--- config.mk ---
export PLATFORM = sky130hd
export DESIGN_NAME = fwd_hazard_ctrl
export DESIGN_NICKNAME = d
export VERILOG_FILES = /design/src/rtl/fwd_hazard_ctrl.sv
export SDC_FILE = /design/constraint.sdc
export NUM_CORES = 1
export LEC_CHECK = 0
export ABC_CLOCK_PERIOD_IN_PS = 4310
export CORE_MARGIN = 4
export CORE_UTILIZATION = 25
export CTS_BUF_LIST = sky130_fd_sc_hd__clkbuf_4
export DETAILED_ROUTE_END_ITERATION = 10
export PLACE_DENSITY_LB_ADDON = 0.2
export SYNTH_ARGS = -nofsm -noshare
export SYNTH_HDL_FRONTEND = slang
export SYNTH_SLANG_ARGS = --single-unit
export TNS_END_PERCENT = 100
--- constraint.sdc ---
create_clock -name clk -period 4.31 [get_ports clk]
set_input_delay 1.0775 -clock clk [delete_from_list [all_inputs] [get_ports clk]]
set_output_delay 1.0775 -clock clk [all_outputs]
set_load 0.01 [all_outputs]
--- src/rtl/fwd_hazard_ctrl.sv ---
// EX-stage operand forwarding select, load-use stall and flush-bubble control.
// Optional hazard counters are enabled with `define HAZARD_STATS_EN.
module fwd_hazard_ctrl #(
  parameter int REG_AW = 5,
  parameter int SEL_W  = 2
) (
  input  logic              clk,
  input  logic              rst,
  input  logic              id_valid,
  input  logic [REG_AW-1:0] id_rs1,
  input  logic [REG_AW-1:0] id_rs2,
  input  logic              id_use_rs1,
  input  logic              id_use_rs2,
  input  logic [REG_AW-1:0] id_rd,
  input  logic              id_reg_write,
  input  logic              id_mem_read,
  input  logic              flush,
  output logic [SEL_W-1:0]  fwd_a_sel,
  output logic [SEL_W-1:0]  fwd_b_sel,
  output logic              stall,
  output logic              ex_bubble
`ifdef HAZARD_STATS_EN
  ,
  output logic [31:0]       stall_count,
  output logic [31:0]       fwd_mem_count,
  output logic [31:0]       fwd_wb_count
`endif
);

  localparam logic [SEL_W-1:0] SEL_RF  = SEL_W'(0);
  localparam logic [SEL_W-1:0] SEL_WB  = SEL_W'(1);
  localparam logic [SEL_W-1:0] SEL_MEM = SEL_W'(2);

  // Interface contract: there is no valid/ready pair here. id_valid qualifies
  // the ID fields; stall is the back-pressure, and an ID instruction is taken
  // into EX only on an edge where id_valid && !stall && !flush.

  // A WB-stage record is not kept: the 01 code is decided from the MEM record
  // on the edge where it moves into WB, so nothing reads WB metadata later.
  logic [REG_AW-1:0] ex_rd;
  logic              ex_reg_write;
  logic              ex_mem_read;
  logic [REG_AW-1:0] mem_rd;
  logic              mem_reg_write;

  logic              accept;
  logic [SEL_W-1:0]  sel_a_next;
  logic [SEL_W-1:0]  sel_b_next;

  always_comb begin
    stall = id_valid && ex_mem_read && (ex_rd != '0) &&
            ((id_use_rs1 && (id_rs1 == ex_rd)) ||
             (id_use_rs2 && (id_rs2 == ex_rd)));
  end

  assign accept = id_valid && !flush && !stall;

  // Nearest producer first: the instruction now in EX will be in MEM next cycle.
  always_comb begin
    sel_a_next = SEL_RF;
    sel_b_next = SEL_RF;
    if (accept) begin
      if (id_use_rs1 && ex_reg_write && (ex_rd != '0) && (ex_rd == id_rs1))
        sel_a_next = SEL_MEM;
      else if (id_use_rs1 && mem_reg_write && (mem_rd != '0) && (mem_rd == id_rs1))
        sel_a_next = SEL_WB;
      if (id_use_rs2 && ex_reg_write && (ex_rd != '0) && (ex_rd == id_rs2))
        sel_b_next = SEL_MEM;
      else if (id_use_rs2 && mem_reg_write && (mem_rd != '0) && (mem_rd == id_rs2))
        sel_b_next = SEL_WB;
    end
  end

  always_ff @(posedge clk) begin
    if (rst) begin
      ex_rd         <= '0;
      ex_reg_write  <= 1'b0;
      ex_mem_read   <= 1'b0;
      mem_rd        <= '0;
      mem_reg_write <= 1'b0;
      fwd_a_sel     <= SEL_RF;
      fwd_b_sel     <= SEL_RF;
      ex_bubble     <= 1'b1;
    end else begin
      mem_rd        <= ex_rd;
      mem_reg_write <= ex_reg_write;
      ex_rd         <= accept ? id_rd : '0;
      ex_reg_write  <= accept && id_reg_write;
      ex_mem_read   <= accept && id_mem_read;
      fwd_a_sel     <= sel_a_next;
      fwd_b_sel     <= sel_b_next;
      ex_bubble     <= !accept;
    end
  end

`ifdef HAZARD_STATS_EN
  // Counters update on the same edge as the selects they count.
  always_ff @(posedge clk) begin
    if (rst) begin
      stall_count   <= '0;
      fwd_mem_count <= '0;
      fwd_wb_count  <= '0;
    end else begin
      stall_count   <= stall_count + 32'(stall);
      fwd_mem_count <= fwd_mem_count + 32'(sel_a_next == SEL_MEM) + 32'(sel_b_next == SEL_MEM);
      fwd_wb_count  <= fwd_wb_count + 32'(sel_a_next == SEL_WB) + 32'(sel_b_next == SEL_WB);
    end
  end
`endif

endmodule

==> results of run 1 <==
kinds of logic (layout without fill, tap and decap cells):
| family | after synthesis | in the layout | share of synthesized area, % |
|---|---|---|---|
| AOI/OAI and AO/OA | 12 | 12 | 10.8 |
| xor gates and xnor gates | 20 | 20 | 20.8 |
| buffers and inverters | 3 | 34 | 3.56 |
| DFF | 18 | 18 | 42.7 |
| and+or+nand+nor | 33 | 33 | 22.1 |
worst max-delay path, delay by kind of cell:
kind                   cells  cell delay (ns)
XOR/XNOR                   1             0.13
buffers and inverters      2             1.05
AO/OA/AOI/OAI              1             0.19
AND/OR/NAND/NOR            2             0.29
layout by cell type (no fill, tap or decap):
cell type / Yosys / routed
a21bo_2: 1 / 1
a21oi_1: 7 / 7
a221oi_1: 1 / 1
a221oi_2: 1 / 1
and2_1: 2 / 2
and3_4: 1 / 1
and4b_1: 2 / 2
buf_4: 0 / 2
clkbuf_4: 0 / 3
clkdlybuf4s50_1: 0 / 28
clkinv_1: 0 / 1
dfxtp_1: 18 / 18
nand2_1: 10 / 10
nand4_1: 4 / 4
nor2_1: 3 / 3
nor2b_1: 6 / 6
nor3_1: 1 / 1
nor3b_1: 1 / 1
nor4_1: 2 / 2
o22ai_2: 1 / 1
o311a_1: 1 / 1
or3_1: 1 / 1
xnor2_1: 12 / 12
xor2_1: 8 / 8
report_power, final:
part	total, mW	switching [mW]	internal, mW	leakage (nW)
Combinational	0.0470	0.0169	0.0300	0.291
Sequential	0.172	0.00291	0.169	0.146
Clock	0.0839	0.0503	0.0336	0.0154
final cells by class:
type / instances / area, um2
Fill cell: 341 / 1940
Sequential cell: 18 / 360
Tap cell: 44 / 55.1
Multi-Input combinational cell: 65 / 453
Clock inverter: 1 / 3.75
Clock buffer: 3 / 22.5
Timing Repair Buffer: 30 / 295
stage by stage:
step	cells	total power, mW	hold WS, ns	instance area, um2
2_1_floorplan	86	0.195	0.429	843
3_3_place_gp	157	0.223	0.449	1160
3_5_place_dp	157	0.224	0.448	1160
4_1_cts	161	0.308	0.467	1190
5_1_grt	161	0.316	0.498	1190
6_report	161	0.303	0.465	1190
worst paths after layout:
check                           from                  endpoint  cells past startpoint
max                        id_rs2[3]                     stall                      6
min          ex_reg_write$_SDFF_PP0_  mem_reg_write$_SDFF_PP0_                      1
max reg2reg     mem_rd[0]$_SDFF_PP0_   fwd_a_sel[0]$_SDFF_PP0_                      4
min reg2reg  ex_reg_write$_SDFF_PP0_  mem_reg_write$_SDFF_PP0_                      1
flip-flops by register name (all words and copies together), names as in the netlist:
signal         flops
fwd_b_sel          2
mem_rd             5
ex_mem_read        1
ex_rd              5
fwd_a_sel          2
ex_reg_write       1
ex_bubble          1
mem_reg_write      1
routing by layer:
| layer | GRT usage (%) | vias up |
|---|---|---|
| met4 | 3.81 | 0 |
| met3 | 3.40 | 2 |
| li1 | - | 359 |
| met1 | 10.9 | 311 |
| met5 | 0 | - |
| met2 | 15.6 | 21 |
==> summary.txt, run 1 <==
Status
  • Status: completed

Setup path
  • Crit path cell chain: clkdlybuf4s50_1 > xnor2_1 > nand4_1 > o22ai_2 > and2_1 > clkdlybuf4s50_1
  • Slowest-stage cell, CP: clkdlybuf4s50_1
  • CP startpoint kind: primary input
  • Crit path capture type: primary output
  • Crit path kind: in2out
  • Arr. time, crit path: 2.74 ns
  • Crit-path max cell delay: 0.53 ns
  • Most frequent CP cell: clkdlybuf4s50_1
  • CP required: 3.23 ns
  • Flop2flop setup slack: 2.98 ns
  • Crit-path max FO: 2

Clock network
  • Post-CTS sizing: 0
  • Post-CTS Hold Fix Bufs: 0
  • Clock Sink Count: 18
  • Clock latency on the worst-skew pair: 0.29 ns
  • H-tree Lvls: 1
  • CTS tree: done
  • CTS max path bufs: 2
  • Clock transition at path regs: 0.10 ns
  • Setup Buffers After CTS: 0
  • Total CTS buffers: 3
  • Root Buffer Master: clkbuf_4

Floorplan
  • # rows: 20
  • IO Count: 29
  • Core Area: 3130 um2
  • Die Ht: 66.1 um
  • Starting density of the core: 27.0%
  • Die X: 66.1 um
  • Die area: 4370 um2

Timing
  • Fmax: 0.262 GHz
  • Worst Tran Pin Value: 0.304 ns
  • Final WS setup: 0.489 ns
  • Final period util: 88.7%
  • Slew margin rel.: 79.7%
  • Setup-failing EPs final: 0
  • Final period demand of the worst path: 3.82 ns
  • Final setup skew: 0.00613 ns
  • Final setup TNS: 0 ns
  • Final hold violation count: 0
  • RSZ-0062 raised after global routing: no
  • Final Max Slew Viols: 0

Finish
  • Layout area overhead: 41.1%
  • Final #Nets: 141
  • Layout cell share with drive strength beyond 1: 7.69%
  • Ant diodes: 0
  • Final core occ: 38.0%

Logic synthesis
  • FFs w/ async S/R, synth: 0%
  • Seq/Total Area, Yosys: 42.7%
  • Post-synth EDFFs: 0
  • Commonest cells post-synth: dfxtp_1, xnor2_1, nand2_1
  • Yosys synthesis warning count: 0
  • Gate Count Post-Synth: 86
  • Count leader, synth: dfxtp_1
  • Post-Syn Area: 843 um2
  • Top cells by area, synth: dfxtp_1, xnor2_1, xor2_1, nand2_1, nor2b_1
  • Main flop type after synthesis: dfxtp_1
  • Cell variety after synth: 23
  • Cell taking the most area after synthesis: dfxtp_1
  • Avg Inst Size Synth: 9.81 um2
  • Syn nets: 109
  • Yosys top cell area share: 42.7%
  • FF+latch count, synth: 18

Detailed routing
  • DRT Wirelength: 1.93 mm
  • Max layer used: met4
  • # DRC: 0
  • Met2 WL: 897 um
  • Wl on met1: 890 um
  • Average wire per standard cell: 12.0 um
  • WL met3: 130 um
  • DR iter-0 viols: 10
  • Drt first pass iters: 3
  • Vias per std cell: 4.30
  • DR vias: 693
  • Remaining antenna violation count after routing: 0

Power
  • Leak Pwr: 0.453 nW
  • Pwr dens: 255 nW/um2
  • VDD IR-drop max: 108 uV

Job
  • Max Cap Violations: 0

Worst hold path
  • Worst Hold Class: reg2reg

Placed design
  • Gpl congestion: 0.849
  • DP HPWL: 1.60 mm
  • Setup WS pre-CTS: 0.472 ns
  • IO Port Bufs: 28

Global routing
  • First-pass GRT wire length: 3.15 mm
  • Global-route usage over all layers: 9.42%
  • Initial antenna violation count: 0
  • Grt total ovfl: 0
  • Vias in the first global route: 738
  • Largest net degree at the start of global routing: 14
No activity file was read; power rests on OpenSTA's default activity.
==> run 2: changes to the inputs <==
- REMOVE_ABC_BUFFERS: unset -> 1
==> summary.txt, run 2 (synthesized netlist as in run 1, its figures left out) <==
Detailed routing
  • DR vias: 676 (-2.5%)
  • Average wire per standard cell: 11.5 um (-4.5%)
  • Remaining antenna violation count after routing: 0 (unchanged)
  • # DRC: 0 (unchanged)
  • DRT Wirelength: 1.85 mm (-4.5%)
  • DR iter-0 viols: 22 (+12)
  • Drt first pass iters: 4 (+1)
  • Vias per std cell: 4.20 (-2.5%)

Floorplan
  • # rows: 20 (unchanged)
  • Die X: 66.1 um (unchanged)
  • IO Count: 29 (unchanged)
  • Core Area: 3130 um2 (unchanged)
  • Die Ht: 66.1 um (unchanged)
  • Starting density of the core: 27.0% (unchanged)
  • Die area: 4370 um2 (unchanged)

Clock network
  • Clock latency on the worst-skew pair: 0.29 ns (about the same)
  • Total CTS buffers: 3 (unchanged)
  • Post-CTS Hold Fix Bufs: 0 (unchanged)
  • Root Buffer Master: clkbuf_4
  • Post-CTS sizing: 0 (unchanged)
  • Clock transition at path regs: 0.10 ns (about the same)
  • H-tree Lvls: 1 (unchanged)
  • CTS tree: done
  • Clock Sink Count: 18 (unchanged)
  • Setup Buffers After CTS: 0 (unchanged)
  • CTS max path bufs: 2 (unchanged)

Setup path
  • Worst Reg-to-Reg Cells: 4 (unchanged)
  • CP bufs+invs: 2 (unchanged)
  • R2R Path Start: mem_rd[0]$_SDFF_PP0_
  • Arr. time, crit path: 2.76 ns (+0.02 ns)
  • Worst setup path startpoint: id_rs2[0]
  • Crit-path max FO: 2 (unchanged)
  • Crit path kind: in2out
  • Crit-path max cell delay: 0.54 ns (about the same)
  • CP top delay family: buffers and inverters
  • Crit path cell chain: clkdlybuf4s50_1 > xnor2_1 > nand4_1 > o22ai_2 > and2_1 > clkdlybuf4s50_1
  • Slowest-stage cell, CP: clkdlybuf4s50_1
  • Crit path capture type: primary output
  • Most frequent CP cell: clkdlybuf4s50_1
  • CP startpoint kind: primary input
  • CP required: 3.23 ns (about the same)
  • Critical Path Stages: 6 (unchanged)

Worst hold path
  • Worst Hold Class: reg2reg
  • Hold Path Stages: 1 (unchanged)
  • Launch point of the worst hold path: ex_reg_write$_SDFF_PP0_

Power
  • Design Power: 302 uW (-0.24%)
  • VDD IR-drop max: 145 uV (+35%)
  • Leak Pwr: 0.453 nW (unchanged)
  • Pwr dens: 254 nW/um2 (-0.24%)

Placed design
  • Gpl congestion: 0.763 (-10%)
  • Placed insts: 157 (unchanged)
  • Setup WS pre-CTS: 0.468 ns (-0.00404 ns)
  • DP HPWL: 1.58 mm (-1.3%)
  • Dpl cell area: 1160 um2 (unchanged)
  • IO Port Bufs: 28 (unchanged)

Finish
  • Final core occ: 38.0% (unchanged)
  • Most common cell after layout, fill and taps aside: clkdlybuf4s50_1
  • Finished Layout Cells: 161 (unchanged)
  • Final #Nets: 141 (unchanged)
  • Layout area overhead: 41.1% (unchanged)
  • Most frequent cells in the layout: clkdlybuf4s50_1, dfxtp_1, xnor2_1
  • Design area: 1190 um2 (unchanged)
  • Layout cell share with drive strength beyond 1: 7.69% (unchanged)
  • Ant diodes: 0 (unchanged)
  • Biggest regs: ex_rd (5), mem_rd (5)

Global routing
  • First-pass GRT wire length: 3.26 mm (+3.7%)
  • Vias in the first global route: 728 (-1.4%)
  • Global-route usage over all layers: 9.81% (+0.39 points)
  • Largest net degree at the start of global routing: 14 (unchanged)
  • Grt total ovfl: 0 (unchanged)
  • Initial antenna violation count: 0 (unchanged)

Status
  • Status: completed

Timing
  • Final WS setup: 0.468 ns (-0.0214 ns)
  • Worst Tran Pin Value: 0.266 ns (-0.0377 ns)
  • Slew margin rel.: 82.1% (+2.4 points)
  • Hold_ws: 0.475 ns (+0.0104 ns)
  • Final setup TNS: 0 ns (unchanged)
  • Final hold violation count: 0 (unchanged)
  • Fmax: 0.260 GHz (-0.56%)
  • Final setup skew: 0.00569 ns (-0.000442 ns)
  • RSZ-0062 raised after global routing: no
  • Final Max Slew Viols: 0 (unchanged)
  • Final period demand of the worst path: 3.84 ns (+0.0214 ns)
  • Final period util: 89.1% (+0.50 points)
  • Setup-failing EPs final: 0 (unchanged)

Job
  • Max Cap Violations: 0 (unchanged)
## run 2: cell counts in the layout (fill, tap and decap cells not counted)
No cell type changed its count.
## run 2: worst paths after layout
path,endpoint,slack (ns)
setup / recovery,stall,0.47
hold / removal,mem_reg_write$_SDFF_PP0_,0.48
setup reg to reg,fwd_a_sel[0]$_SDFF_PP0_,2.96
hold reg to reg,mem_reg_write$_SDFF_PP0_,0.48
## run 2: area by class of cell
class	instances	area [um2]
timing repair buffer	30	295
multi-input combinational	65	453
clock inverter	1	3.75
clock buffer	3	22.5
sequential	18	360
fill	328	1940
tap	44	55.1
## run 2: layer usage
layer / track usage, % / vias to the layer above / share of wire, %
li1: - / 359 / -
met1: 12.8 / 295 / 49
met2: 14.6 / 22 / 43
met3: 4.93 / 0 / 8.0
met4: 1.52 / 0 / 0
met5: 0 / - / 0
## run 2: worst register-to-register path: cells and delay by family, from the launching register on
family	cells	cell delay, ns
AOI/OAI and AO/OA	2	0.38
DFF	1	0.35
and+or+nand+nor	2	0.51
## run 2: where the power goes
group          switching (mW)  leakage [nW]  internal, mW
logic                  0.0170         0.291        0.0300
clock network          0.0496        0.0154        0.0336
registers             0.00284         0.146         0.169
==> run 3: changes to the inputs <==
- REMOVE_ABC_BUFFERS: 1 -> unset
==> results of run 3 <==
The final DEF is identical to that of run 1; final timing and power are the same.
